### config.mk
export PLATFORM = sky130hd
export DESIGN_NAME = regfile_mp
export DESIGN_NICKNAME = d
export VERILOG_FILES = /design/src/rtl/regfile_mp.sv
export SDC_FILE = /design/constraint.sdc
export NUM_CORES = 2
export LEC_CHECK = 0
export BUFFER_PORTS_ARGS = -buffer_cell sky130_fd_sc_hd__buf_2
export CAP_MARGIN = 20
export CORE_MARGIN = 2
export CORE_UTILIZATION = 50
export DETAILED_ROUTE_END_ITERATION = 12
export GPL_TIMING_DRIVEN = 0
export PLACE_DENSITY = 0.73
export SETUP_SLACK_MARGIN = 0.2
export SYNTH_ARGS = -nofsm -noshare
export SYNTH_HDL_FRONTEND = slang
export SYNTH_SLANG_ARGS = --single-unit
### constraint.sdc
create_clock -name clk -period 5.55 [get_ports clk]
set_input_delay 1.11 -clock clk [delete_from_list [all_inputs] [get_ports clk]]
set_output_delay 1.11 -clock clk [all_outputs]
set_load 0.005 [all_outputs]
### src/rtl/regfile_mp.sv
// -----------------------------------------------------------------------------
// regfile_mp
//
// Parametrised multi-port integer register file for the K_DSP core. It sits
// between decode/issue, which reads operands and issues destinations, and
// writeback, which writes results.
//
// Features:
//   - NREAD independent synchronous read ports (1-cycle latency).
//   - One write port. Register 0 is hardwired to zero.
//   - A per-register busy scoreboard for RAW hazard detection. Issue sets a
//     bit and writeback clears it. When both hit the same index on one edge,
//     the set wins, because a newer producer is still outstanding.
//
// Optional feature (macro REGFILE_BYPASS_EN):
//   - Defined   : write-first. A read that collides with a same-edge write
//                 returns wr_data and the post-update busy bit.
//   - Undefined : read-first. A colliding read returns the pre-write value
//                 and the pre-update busy bit.
//
// Parameters:
//   XLEN  - data width in bits
//   NREGS - number of registers (power of two, >= 2)
//   NREAD - number of read ports (1..4)
//
// Ports:
//   clk         in   single clock, rising edge
//   reset       in   synchronous, active-high
//   rs_en       in   [NREAD]        per-port read enable
//   rs_index    in   [NREAD*AW]     port p index at [p*AW +: AW]
//   rs_data     out  [NREAD*XLEN]   registered read data, port p at [p*XLEN +: XLEN]
//   rs_valid    out  [NREAD]        read data valid, one cycle after rs_en
//   rs_busy     out  [NREAD]        scoreboard bit of the sampled index
//   wr_en       in                  write enable
//   wr_index    in   [AW]           write index
//   wr_data     in   [XLEN]         write data
//   issue_en    in                  mark issue_index as having an outstanding write
//   issue_index in   [AW]           destination register being issued
// -----------------------------------------------------------------------------
module regfile_mp #(
    parameter int XLEN  = 32,
    parameter int NREGS = 32,
    parameter int NREAD = 2,
    localparam int AW   = $clog2(NREGS)
) (
    input  logic                  clk,
    input  logic                  reset,
    input  logic [NREAD-1:0]      rs_en,
    input  logic [NREAD*AW-1:0]   rs_index,
    output logic [NREAD*XLEN-1:0] rs_data,
    output logic [NREAD-1:0]      rs_valid,
    output logic [NREAD-1:0]      rs_busy,
    input  logic                  wr_en,
    input  logic [AW-1:0]         wr_index,
    input  logic [XLEN-1:0]       wr_data,
    input  logic                  issue_en,
    input  logic [AW-1:0]         issue_index
);

    // Storage and scoreboard state
    logic [XLEN-1:0]       r_regs [NREGS];
    logic [NREGS-1:0]      r_busy;

    // Registered read-port outputs
    logic [NREAD*XLEN-1:0] r_rs_data;
    logic [NREAD-1:0]      r_rs_valid;
    logic [NREAD-1:0]      r_rs_busy;

    // Qualified write and issue strobes. Index 0 never takes effect.
    logic                  w_wr_hit;
    logic                  w_issue_hit;
    logic [NREGS-1:0]      w_busy_next;

    // Per-port combinational read results. They are captured on the edge.
    logic [XLEN-1:0]       w_rd_data [NREAD];
    logic [NREAD-1:0]      w_rd_busy;

    assign w_wr_hit    = wr_en    && (wr_index    != '0);
    assign w_issue_hit = issue_en && (issue_index != '0);

    // Next scoreboard state. The clear is applied before the set, so a
    // same-index issue overrides the writeback.
    always_comb begin
        // NOTE: every variable assigned in always_comb gets a default first;
        // a path that leaves it unassigned would infer a latch.
        w_busy_next = r_busy;
        if (w_wr_hit) begin
            w_busy_next[wr_index] = 1'b0;
        end
        if (w_issue_hit) begin
            w_busy_next[issue_index] = 1'b1;
        end
        w_busy_next[0] = 1'b0;
    end

    // Read mux for each port. It applies the collision rule and the r0 override.
    always_comb begin
        for (int p = 0; p < NREAD; p++) begin
            w_rd_data[p] = r_regs[rs_index[p*AW +: AW]];
            w_rd_busy[p] = r_busy[rs_index[p*AW +: AW]];
`ifdef REGFILE_BYPASS_EN
            // Write-first: forward the value being written this edge and
            // report the busy bit as it will be after this edge.
            if (w_wr_hit && (rs_index[p*AW +: AW] == wr_index)) begin
                w_rd_data[p] = wr_data;
                w_rd_busy[p] = w_busy_next[wr_index];
            end
`endif
            if (rs_index[p*AW +: AW] == '0) begin
                w_rd_data[p] = '0;
                w_rd_busy[p] = 1'b0;
            end
        end
    end

    // Register array and scoreboard
    always_ff @(posedge clk) begin
        // NOTE: sequential state uses non-blocking assignments only, so every
        // flop samples pre-edge values regardless of statement order.
        if (reset) begin
            // NOTE: the array is deliberately reset. The architecture requires
            // all registers to read 0 after reset, so this cannot be a plain RAM.
            for (int i = 0; i < NREGS; i++) begin
                r_regs[i] <= '0;
            end
            r_busy <= '0;
        end else begin
            if (w_wr_hit) begin
                r_regs[wr_index] <= wr_data;
            end
            r_busy <= w_busy_next;
        end
    end

    // Read ports. An idle port drops valid and holds its data and busy bit.
    always_ff @(posedge clk) begin
        if (reset) begin
            r_rs_data  <= '0;
            r_rs_valid <= '0;
            r_rs_busy  <= '0;
        end else begin
            for (int p = 0; p < NREAD; p++) begin
                r_rs_valid[p] <= rs_en[p];
                if (rs_en[p]) begin
                    r_rs_data[p*XLEN +: XLEN] <= w_rd_data[p];
                    r_rs_busy[p]              <= w_rd_busy[p];
                end
            end
        end
    end

    assign rs_data  = r_rs_data;
    assign rs_valid = r_rs_valid;
    assign rs_busy  = r_rs_busy;

endmodule

# [After elaboration in Yosys (flattened, before gate mapping)]
# Memories as Yosys holds them, arrays and structs flattened.
# Cells that the tools add are included.
[op_classes] n_lt_le_gt_ge=6 muxes=22 bitwise=3 reduce_logical=9
[op_table] cell="32-bit 2-to-1 mux" count=5
[op_table] cell="32-bit AND" count=1
[op_table] cell="32-bit inverter" count=1
[op_table] cell="32-bit OR" count=1
[op_table] cell="32-bit OR reduction" count=1
[op_table] cell="5-bit by 6-bit less-than comparator with 1-bit output, second input constant" count=4
[op_table] cell="1-bit 2-to-1 mux" count=12
[op_table] cell="1-bit binary-select mux with 5-bit select" count=2
[op_table] cell="1-bit demux with 5-bit select" count=2
[op_table] cell="5-bit by 1-bit >= comparator with 1-bit output, second input constant" count=2
[op_table] cell="5-bit zero test" count=2
[op_table] cell="5-bit nonzero test" count=2
[op_table] cell="5-bit 2-to-1 mux" count=1
[op_table] cell="1-bit logical AND" count=4
[word_totals] register_bits=100 ram_bits=1024 out_inout_bits=68 n_memories=1
[memory_table] memory="r_regs" depth=32 width=32 read_ports=2 rd_clocked_by_memory_dff=0 write_ports=32 line_no="61" text="logic [XLEN-1:0] r_regs [NREGS];"

# [Depth between registers and ports, before layout]
[depth] depth_word=9 mapped_depth=9 ltp_nobuf=5

# [Least setup slack after synthesis]
# OpenSTA, ideal clock, no wires.
[synth_timing] path_type="in2reg" startpoint="in wr_index[2]" endpoint="mem r_regs[15][0], enable pin" arrival_time_ns=3.305 t_required_ns=5.120 setup_slack_ns=1.815 cell_stages=4 path_cell_list="clkbuf_1 nand2_1 or2_1 o21bai_1"
[synth_rtl] element="start, declared" line_no="54" text="input logic [AW-1:0] wr_index,"
[synth_rtl] element="end, declared" line_no="61"

# [Final worst setup path]
[layout_timing] startpoint="in rs_index[7]" endpoint="reg r_rs_data[37], in the netlist rs_data[37]"
[layout_via] elab_chain_cells=2
[layout_lines] element="start, declared" line_no="49" text="input logic [NREAD*AW-1:0] rs_index,"
[layout_lines] element="memory 32 x 32 bit or 5-bit zero test (tied branches)"
[layout_lines] element="32-bit 2-to-1 mux *" line_no="109" text="if (rs_index[p*AW +: AW] == '0) begin"
[layout_lines] element="end signal, assigned by index" line_no="145" text="r_rs_data[p*XLEN +: XLEN] <= w_rd_data[p];"
[layout_lines] element="end, declared" line_no="65" text="logic [NREAD*XLEN-1:0] r_rs_data;"
# Every way passes the cells marked *; elsewhere a longest branch is shown, timed or not.
# A chain may end at the register's enable or synchronous reset.

==> summary.txt <==
Run
  • MaxCap Viol Count: 0

Pwr
  • Worst vdd ir: 258 µV
  • Pwr/cell area: 312 nW/µm²
  • Total power draw: slightly above 20 mW
  • LEAKAGE: 22.7 nW

Final layout
  • Final non-filler cell total: roughly 5600
  • # fillers: approximately 9000
  • Layout cells sized above 1: 25.9%
  • Area occupied by multi-input gates: 23300 µm²
  • Area grow syn2layout: 12.4%
  • NumNets Final: around 4100
  • Final Core Density: 56.8%
  • Design area: 65100 µm²
  • FF/Latch Area: 32700 µm²

Synthesis
  • Synth Area in Adders: 0%
  • Library cells used by synthesis: 45
  • Share of the synthesized area in the top cell type: ~53%
  • Post-synth top cells: edfxtp_1, and2_1, mux4_2
  • Syn Area/Cell: between 15 and 20 µm²
  • Multiplexer share of the synthesized area: 25.2%
  • Flops & latches, synth: around 1100
  • EDFF count, synth: 1024
  • Most frequent cell after synthesis: edfxtp_1
  • Synth area leaders: edfxtp_1, mux4_2, and2_1
  • Mapped cell area: 57900 µm²
  • Synth Flop Type: edfxtp_1
  • Ys Warns: 0
  • Compound-gate portion of the synthesized area: 2.68%
  • Biggest area consumer among synthesized cells: edfxtp_1
  • Synth Instances: 3715
  • XOR/XNOR Fraction of Synth Area: 0%
  • Synth Area in Simple Gates: a little under an eighth
  • Synth async-reset ratio: 0%
  • Combinational family with the most area after synthesis: multiplexers
  • Seq/Total Area, Yosys: 56.5%

Hold path
  • Hold endpoint: r_busy[22]
  • Hold Crit Depth: 2
  • Worst Hold Launch: r_busy[22]
  • Worst min-delay path class: reg2reg

Place
  • Placed cells: 5409
  • Placed wire-length estimate: around 140000 µm
  • Dpl cell area: 61300 µm²
  • Gpl congestion: roughly 1
  • Port bufs: 119

STA
  • Tcrit/Tclk final: 72.5%
  • Post-route minimum period: 4.03 ns
  • Setup Skew: 0.0300 ns
  • RSZ-0062 raised after global routing: no
  • Rel. slew slack: between 10% and 20%
  • Setup Viol. Count Final: 0
  • Hold slack: 0.487 ns
  • Max Clk Rate: 248 MHz
  • Least-Margin Pin Slew: 1.27 ns
  • Slew Limit Fails: 0
  • Final-report hold violation count: 0

Clock tree
  • Clk slew on worst S/H paths: 0.06 ns
  • CTS buffer count: 110
  • Post-CTS setup buffer count: 0
  • CTS Buffer Depth: 3
  • Hold Buf Count CTS: 0
  • # clock sinks: 1123
  • Clk root buf: clkbuf_16
  • H-tree levels: 3
  • CTS tree: done
  • PostCTS Resize Cnt: 0
  • Worst skew pair latency: 0.71 ns

Global routing
  • First-pass GRT wire length: roughly 270000 µm
  • GRT overflow: 0
  • Vias in the first global route: 36543
  • Initial antenna violation count: 10
  • Largest net degree at the start of global routing: 34
  • Tot GR Track Use: 33.0%

Route
  • Iter 0 DRT Violations: 6568
  • Final ANT Viol Nets: 0
  • DR vias: 37501
  • DRC Markers: 0
  • Vias per cell: 6.66
  • WL per Instance: 34.8 µm
  • Initial DRT Pass Iterations: 7
  • WL final: 196000 µm

Worst setup path
  • CP Cell Sequence: buf_2 -> buf_4 -> buf_4 -> clkbuf_1 -> mux4_2 -> mux2i_1 -> o22ai_1 -> a21oi_1 -> o21ai_1
  • CP max-delay cell: clkbuf_1
  • Reg2Reg Depth: 5
  • CP startpoint kind: input port
  • Critical Path Fanout Max: 10
  • CP Capture Type: register
  • WS Path Type: in2reg
  • Crit-path most repeated cell: buf_4
  • FF-to-FF End: rs_data[37]
  • Arr. time, crit path: 4.59 ns
  • Reg2reg start: r_regs[27][5]
  • Internal reg-to-reg setup slack: 3.48 ns
  • Worst Path Required: 6.11 ns
  • CP max stage delay: slightly below 0.9 ns

Floorplan
  • Chip height: 344 µm
  • Num ports: roughly 130
  • Die Span X: approximately 340 µm
  • Die area: roughly 120000 µm²
  • Core Box Area: 115000 µm²
  • Standard-cell rows: roughly 120
  • Starting Density: 50.5%

Status
  • Status: completed
registers in the layout (all words and copies together) (netlist names):
name,cells
r_busy,31
r_regs,1024
rs_busy,2
rs_data,64
rs_valid,2
worst max-delay path by stage:
stage | from | slack, ns | depth (start not counted) | endpoint
global placement | wr_index[4] | -0.44 | 4 | r_regs[27][14]
floorplan | wr_index[2] | 1.82 | 4 | r_regs[15][0]
finish | rs_index[7] | 1.52 | 9 | rs_data[37]
global route | rs_index[7] | 1.68 | 9 | rs_data[37]
detailed placement | rs_index[7] | 1.10 | 9 | rs_data[37]
CTS | rs_index[7] | 1.81 | 9 | rs_data[37]
layout make-up:
class | instances | area share (%)
multi-input combinational | 2150 | 35.8
clock buffer | 155 | 4.94
sequential | 1123 | 50.3
antenna | 11 | 0.0423
buffer | 376 | 2.76
timing repair buffer | 154 | 1.99
clock inverter | 51 | 0.763
tap | 1512 | 2.91
inverter | 97 | 0.559
placed cells by master, fill, tap and decap left out, types with 4 or more instances in the layout:
master / Yosys / final
nor2_1: 48 / 48
o21ai_1: 60 / 60
clkbuf_1: 257 / 277
o21ai_0: 17 / 17
clkinv_4: 0 / 4
dfxtp_1: 99 / 99
clkbuf_8: 0 / 19
nor3b_1: 5 / 5
or4_1: 4 / 4
nor3_1: 5 / 5
nand2_1: 30 / 30
o221ai_1: 4 / 4
inv_1: 86 / 86
o21bai_4: 0 / 8
buf_1: 8 / 8
nand3_1: 7 / 7
clkinv_1: 11 / 21
diode_2: 0 / 11
mux2i_1: 139 / 139
a21oi_1: 66 / 66
clkbuf_16: 0 / 115
o22ai_1: 76 / 76
a21o_2: 0 / 17
nand3b_1: 4 / 4
nor2b_1: 8 / 8
edfxtp_1: 1024 / 1024
buf_6: 36 / 36
buf_2: 68 / 187
and2_1: 993 / 993
buf_4: 7 / 8
conb_1: 1 / 32
mux4_2: 586 / 586
nand2b_1: 9 / 8
bufinv_16: 0 / 9
buf_12: 0 / 29
clkinv_2: 0 / 24
a31o_2: 5 / 5
worst max-delay path: cells and delay by family:
| family | cells | cell delay, ns |
|---|---|---|
| multiplexers | 2 | 0.91 |
| buffers and inverters | 4 | 1.98 |
| AO/OA/AOI/OAI | 3 | 0.56 |
kinds of logic (layout without fill, tap and decap cells):
| family | count (synthesis) | after routing |
|---|---|---|
| compound gates | 264 | 264 |
| buf+inv | 473 | 833 |
| flops | 1123 | 1123 |
| mux | 728 | 728 |
| other cells | 1 | 43 |
| simple gates | 1126 | 1126 |
report_power, final:
group          leakage [nW]  total [mW]  internal [mW]  switching [mW]
logic                  10.3        2.47           1.05            1.42
registers              10.6        10.0           9.71           0.299
clock network          1.84        7.83           4.45            3.37
through the flow:
step	setup WS, ns	setup TNS (ns)
global placement	-0.443	-29.50
detailed placement	1.10	0
floorplan	1.82	0
CTS	1.81	0
global route	1.68	0
finish	1.52	0
per-layer routing:
layer  vias to the layer above  track usage (%)  share of wire, %
met5                         -                0             0.063
met4                        10             16.3               6.0
met3                       568             11.1                15
met2                      3134             49.8                45
met1                     18977             43.2                34
li1                      14812                -                 -
Note: power is estimated with default switching activity, not from simulation.
